### src/rtl/axis_video_pkg.sv
`default_nettype none
// axis_video_pkg: shared state encoding, default widths and sizing helpers
// for the row-aligned AXI4-Stream video buffers.  Rev 1.0
package axis_video_pkg;

  typedef enum logic [0:0] {
    IDLE = 1'b0,
    SEND = 1'b1
  } state_e;

  localparam int AXIS_PKT_W  = 8;
  localparam int AXIS_ROW_W  = 20;
  localparam int AXIS_N_ROWS = 2;
  localparam int AXIS_BUF_W  = AXIS_ROW_W * AXIS_N_ROWS;

  function automatic int ceil_div(input int a, input int b);
    return (a + b - 1) / b;
  endfunction

  function automatic int idx_width(input int n);
    return (n > 1) ? $clog2(n) : 1;
  endfunction

endpackage
`default_nettype wire

### src/rtl/axis_row_beat_slice.sv
`default_nettype none
// axis_row_beat_slice: selects one beat of one row from a wide word, with
// bits past the end of the row forced to zero.  Rev 1.0
module axis_row_beat_slice
  import axis_video_pkg::*;
#(
  parameter  int AXI_PACKET_SIZE = AXIS_PKT_W,
  parameter  int ROW_SIZE        = AXIS_ROW_W,
  parameter  int N_ROWS          = AXIS_N_ROWS,
  parameter  int BUFFER_SIZE     = AXIS_BUF_W,
  localparam int BEATS_PER_ROW   = ceil_div(ROW_SIZE, AXI_PACKET_SIZE),
  localparam int ROW_IW          = idx_width(N_ROWS),
  localparam int BEAT_IW         = idx_width(BEATS_PER_ROW)
) (
  input  logic [BUFFER_SIZE-1:0]     shadow_i,
  input  logic [ROW_IW-1:0]          row_idx_i,
  input  logic [BEAT_IW-1:0]         beat_idx_i,
  output logic [AXI_PACKET_SIZE-1:0] tdata_o
);

  localparam int PAD_W = BEATS_PER_ROW * AXI_PACKET_SIZE;

  logic [ROW_SIZE-1:0]        rows   [N_ROWS];
  logic [AXI_PACKET_SIZE-1:0] beats  [BEATS_PER_ROW];
  logic [PAD_W-1:0]           padded;

  for (genvar r = 0; r < N_ROWS; r++) begin : g_rows
    assign rows[r] = shadow_i[r*ROW_SIZE +: ROW_SIZE];
  end

  // The receiver ORs padding into the next row, so it must be zero.
  always_comb begin
    padded                 = '0;
    padded[ROW_SIZE-1:0]   = rows[row_idx_i];
  end

  for (genvar b = 0; b < BEATS_PER_ROW; b++) begin : g_beats
    assign beats[b] = padded[b*AXI_PACKET_SIZE +: AXI_PACKET_SIZE];
  end

  assign tdata_o = beats[beat_idx_i];

endmodule
`default_nettype wire

### src/rtl/axi4stream_output_buffer.sv
`default_nettype none
// axi4stream_output_buffer: serializes a wide word into one row-aligned AXI4-Stream
// packet. Define AXIS_OUT_TUSER_SOF_EN for a tuser start-of-frame output.  Rev 1.0
module axi4stream_output_buffer
  import axis_video_pkg::*;
#(
  parameter  int AXI_PACKET_SIZE = AXIS_PKT_W,
  parameter  int BUFFER_SIZE     = AXIS_BUF_W,
  parameter  int ROW_SIZE        = AXIS_ROW_W,
  parameter  int N_ROWS          = AXIS_N_ROWS,
  localparam int BEATS_PER_ROW   = ceil_div(ROW_SIZE, AXI_PACKET_SIZE),
  localparam int ROW_IW          = idx_width(N_ROWS),
  localparam int BEAT_IW         = idx_width(BEATS_PER_ROW)
) (
  input  logic                       aclk,
  input  logic                       aresetn,
  input  logic [BUFFER_SIZE-1:0]     buffer,
  input  logic                       valid,
  output logic                       ready,
  output logic [AXI_PACKET_SIZE-1:0] tdata,
  output logic                       tvalid,
  output logic                       tlast,
  input  logic                       tready
`ifdef AXIS_OUT_TUSER_SOF_EN
  ,
  output logic                       tuser
`endif
);

  if (BUFFER_SIZE != ROW_SIZE * N_ROWS || AXI_PACKET_SIZE < 1) begin : g_param_check
    $error("axi4stream_output_buffer: BUFFER_SIZE must equal ROW_SIZE*N_ROWS and AXI_PACKET_SIZE >= 1");
  end

  localparam logic [ROW_IW-1:0]  ROW_LAST  = ROW_IW'(N_ROWS - 1);
  localparam logic [BEAT_IW-1:0] BEAT_LAST = BEAT_IW'(BEATS_PER_ROW - 1);

  state_e                   state_q;
  logic [ROW_IW-1:0]        row_idx_q;
  logic [BEAT_IW-1:0]       beat_idx_q;
  logic [BUFFER_SIZE-1:0]   shadow_q;
  logic [AXI_PACKET_SIZE-1:0] slice_data;
  logic                     sending;

  always_ff @(posedge aclk) begin
    if (!aresetn) begin
      state_q    <= IDLE;
      row_idx_q  <= '0;
      beat_idx_q <= '0;
      shadow_q   <= '0;
    end else begin
      case (state_q)
        IDLE: begin
          if (valid) begin
            shadow_q   <= buffer;
            row_idx_q  <= '0;
            beat_idx_q <= '0;
            state_q    <= SEND;
          end
        end
        SEND: begin
          if (tready) begin
            if (beat_idx_q == BEAT_LAST) begin
              beat_idx_q <= '0;
              if (row_idx_q == ROW_LAST) begin
                row_idx_q <= '0;
                state_q   <= IDLE;
              end else begin
                row_idx_q <= row_idx_q + 1'b1;
              end
            end else begin
              beat_idx_q <= beat_idx_q + 1'b1;
            end
          end
        end
        default: state_q <= IDLE;
      endcase
    end
  end

  axis_row_beat_slice #(
    .AXI_PACKET_SIZE (AXI_PACKET_SIZE),
    .ROW_SIZE        (ROW_SIZE),
    .N_ROWS          (N_ROWS),
    .BUFFER_SIZE     (BUFFER_SIZE)
  ) u_slice (
    .shadow_i   (shadow_q),
    .row_idx_i  (row_idx_q),
    .beat_idx_i (beat_idx_q),
    .tdata_o    (slice_data)
  );

  // All outputs decode registered state only; nothing flows from valid/tready.
  assign sending = (state_q == SEND);
  assign ready   = !sending;
  assign tvalid  = sending;
  assign tdata   = sending ? slice_data : '0;
  assign tlast   = sending && (row_idx_q == ROW_LAST) && (beat_idx_q == BEAT_LAST);

`ifdef AXIS_OUT_TUSER_SOF_EN
  assign tuser   = sending && (row_idx_q == '0) && (beat_idx_q == '0);
`endif

endmodule
`default_nettype wire

### config.mk
export PLATFORM = sky130hd
export DESIGN_NAME = axi4stream_output_buffer
export DESIGN_NICKNAME = d
export VERILOG_FILES = /design/src/rtl/axis_video_pkg.sv /design/src/rtl/axis_row_beat_slice.sv /design/src/rtl/axi4stream_output_buffer.sv
export SDC_FILE = /design/constraint.sdc
export NUM_CORES = 1
export LEC_CHECK = 0
export ABC_AREA = 1
export ABC_CLOCK_PERIOD_IN_PS = 1300
export CAP_MARGIN = 15
export CORE_ASPECT_RATIO = 0.5
export CORE_MARGIN = 2
export CORE_UTILIZATION = 45
export CTS_BUF_LIST = sky130_fd_sc_hd__clkbuf_8
export CTS_CLUSTER_SIZE = 40
export DETAILED_ROUTE_END_ITERATION = 8
export MAX_ROUTING_LAYER = met4
export PLACE_DENSITY = 0.86
export SYNTH_ARGS = -nofsm -noshare
export SYNTH_HDL_FRONTEND = slang
export SYNTH_SLANG_ARGS = --single-unit
### constraint.sdc
create_clock -name aclk -period 1.3 [get_ports aclk]
set_input_delay 0.325 -clock aclk [delete_from_list [all_inputs] [get_ports aclk]]
set_output_delay 0.325 -clock aclk [all_outputs]
set_load 0.05 [all_outputs]
==> flow_summary.toml, run 1 <==
[logic_synthesis]
synth_async_sr_flop_share = 0
ys_types = 20
ys_seq_area_frac = 0.4433
postSynthCellCount = 273
synth.yosys.warnings = 0
synth_area_um2 = 1987
ys.flop_type = "dfxtp_1"
yosys-top-cells-count = "dfxtp_1 (44), nand2_1 (40), inv_1 (38)"
synth_edf_count = 0
synth_seq_cells = 44
synth_area_leaders = "dfxtp_1 (44%), nand2_1 (7.6%), inv_1 (7.2%)"
yosysMostFrequentCell = "dfxtp_1"
yosys.area.top_type_share = 0.4433
yosysTopAreaCell = "dfxtp_1"
syn_area_per_cell_um2 = 7.278
syn-num-nets = 317

[floorplanning]
io_pins = 55
initial_core_util = 0.4602
die_h_um = 50.99
die_area_um2 = 4995
die_x_um = 97.97
floorplan.rows = 17
core_um2 = 4318

[timing]
setup_slack_ps = -529.1
fin_crit_sh = 1.407
timing.final.setup_violations = 10
finalCriticalPeriod_ps = 1829
timing.fmax_mhz = 546.7
grt_setup_unrepaired = "true"
tns_ps = -4486
hold_viol_final = 0
slew_viol_final = 0
maxSlewHeadroom = 0.8100
timing_worst_slew_pin_value_ps = 283.8
skew_ps = 10.20
hold_slack_ps = 462.5

[worst_setup_path]
critPathKind = "reg -> out"
regToRegSetupSlack_ps = 0
cp.required_ps = 980
rr_startpoint = "beat_idx_q[1]$_SDFFE_PN0P_"
cp-end-kind = "output port"
critPathLaunch = "beat_idx_q[1]$_SDFFE_PN0P_"
cp-endpoint = "tdata[3]"
crit_fanout = 6
cp-start-kind = "flip-flop"
r2r_end = "tvalid$_SDFF_PN0_"
critPathArrivalTime_ps = 1500
ff2ff_path_depth = 7

[layout]
design_area_um2 = 3157
fin_nets = 386
antennaDiodeCount = 0
fillers = 274
drive_gt1_frac = 0.2770
stdcell_count = 400
syn2layout_area_growth_pct = 58.88

[routing]
wl_met3_um = 427
avgViaCountPerCell = 5.475
wl_met2_um = 3134
dr.max_layer_used = "met4"
via_count = 2190
drc = 0
dr.pass1.iters = 5
wl_per_cell_um = 16.31
wl_met1_um = 2736
drt_wl_total_um = 6524
ant_nets = 0
drt_iter0_markers = 170

[placed_design]
dp.cells = 384
gp_congestion = 0.8388
portBuffers = 54
dpl_worst_slack_ps = -200.7
dp_hpwl_um = 3692
place_area_um2 = 2874

[cts]
clock_latency_ps = 310
cts_sinks = 44
numCtsBuffers = 5
cts_tree = "built"
htree_levels = 2
cts-root-buf = "clkbuf_8"
clock_path_buffers = 2
clkTransAtPathRegs_ps = 90

[global_routing]
grt_pass1_wl_um = 9784
overflow = 0
grt_usage = 0.2623
grt_max_degree = 46
antenna_found_initial = 0
grt_pass1_vias = 2009

[worst_hold_path]
hold_depth = 2
hold_path.class = "reg -> reg"

[flow_run]
cap_violations = 0

[power_and_ir_drop]
leakagePower_nw = 1.226
ir_worst_vdd_uv = 628.2
p_per_area_nw_per_um2 = 1019

[status]
outcome = "complete, but fails checks"
violations = "setup timing"
## power breakdown
group	internal (W)	switching (W)	leakage [nW]	total, W
Sequential	0.00145	0.0000564	0.367	0.00150
Clock	0.000425	0.000499	0.0486	0.000924
Combinational	0.000365	0.000423	0.811	0.000788
## final cells by class
class	count	area (um^2)	share of cell area
clock buffers	6	82.58	0.02616
clock inverters	2	11.26	0.003567
inverters	40	185.2	0.05866
multi-input cells	175	1036	0.3282
flip-flops and latches	44	895.9	0.2838
well taps	57	71.32	0.02259
repair buffers	76	874.6	0.2771
## cells in the final DEF (no fill, tap or decap)
cell type / count
clkdlybuf4s50_1: 43
dfxtp_1: 40
inv_1: 32
nand2_1: 32
o21ai_0: 25
nor2_1: 22
a21oi_1: 21
o21ai_1: 17
buf_12: 13
a21oi_2: 12
buf_4: 11
nand2_2: 9
nand3_2: 9
buf_6: 9
o211ai_1: 8
nand3_1: 7
clkbuf_8: 6
clkinvlp_4: 5
nor2_4: 4
a21oi_4: 4
dfxtp_4: 4
inv_4: 3
nor2_2: 2
inv_12: 1
nor4_4: 1
inv_2: 1
nand3_4: 1
o211a_1: 1
## through the flow
step | utilization | total power (W)
floorplan | - | 0.001920
global placement | 0.6656 | 0.002201
detailed placement | 0.6656 | 0.002229
CTS | 0.7175 | 0.003139
global route | 0.7311 | 0.003344
finish | 0.7311 | 0.003216
## per-layer routing
metal  GRT usage  vias to the layer above
met2      0.4292                      111
met5           -                        -
met1      0.3003                     1018
li1            -                     1032
met4      0.1319                        0
met3     0.07798                       29
## how the worst min path moves through the flow
| stage | from | slack, ps | to |
|---|---|---|---|
| 2_1_floorplan | shadow_q[2]$_SDFFE_PN0P_ | 430 | shadow_q[2]$_SDFFE_PN0P_ |
| 3_3_place_gp | shadow_q[0]$_SDFFE_PN0P_ | 440 | shadow_q[0]$_SDFFE_PN0P_ |
| 3_5_place_dp | shadow_q[11]$_SDFFE_PN0P_ | 450 | shadow_q[11]$_SDFFE_PN0P_ |
| 4_1_cts | shadow_q[0]$_SDFFE_PN0P_ | 460 | shadow_q[0]$_SDFFE_PN0P_ |
| 5_1_grt | shadow_q[25]$_SDFFE_PN0P_ | 480 | shadow_q[25]$_SDFFE_PN0P_ |
| 6_report | shadow_q[11]$_SDFFE_PN0P_ | 460 | shadow_q[11]$_SDFFE_PN0P_ |
## critical path, cell delays in order, from the launching register on
cell	delay, ps
dfxtp_4	440
inv_4	60
nor2_4	190
nand2_1	120
nand3_1	110
nand2_2	70
clkinvlp_4	80
buf_12	130
## sequential cells by signal (all words and copies together) (netlist names)
signal and count:
tvalid 1, shadow_q 40, beat_idx_q 2, row_idx_q 1
## logic make-up after synthesis
family	Yosys count	share of synthesized area
AOI/OAI and AO/OA	88	0.2569
and+or+nand+nor	85	0.1751
DFF	44	0.4433
buffers and inverters	56	0.1247
## repair_timing
action,in CTS,in global routing
setup endpoints to repair,10,12
hold buffers,0,0
endpoints found under the hold margin,0,0
resized for setup,22,13
gates cloned,3,0
setup buffers,4,1
pin swaps,7,5
No activity file was read; power rests on OpenSTA's default activity.
==> inputs of run 2 (changes only) <==
--- a/config.mk
+++ b/config.mk
@@ -12,7 +12,7 @@
 export CORE_MARGIN = 2
 export CORE_UTILIZATION = 45
 export CTS_BUF_LIST = sky130_fd_sc_hd__clkbuf_8
-export CTS_CLUSTER_SIZE = 40
+export CTS_CLUSTER_SIZE = 10
 export DETAILED_ROUTE_END_ITERATION = 8
 export MAX_ROUTING_LAYER = met4
 export PLACE_DENSITY = 0.86
==> results of run 2 <==
Final layout, timing and power as in run 1 (identical DEF).
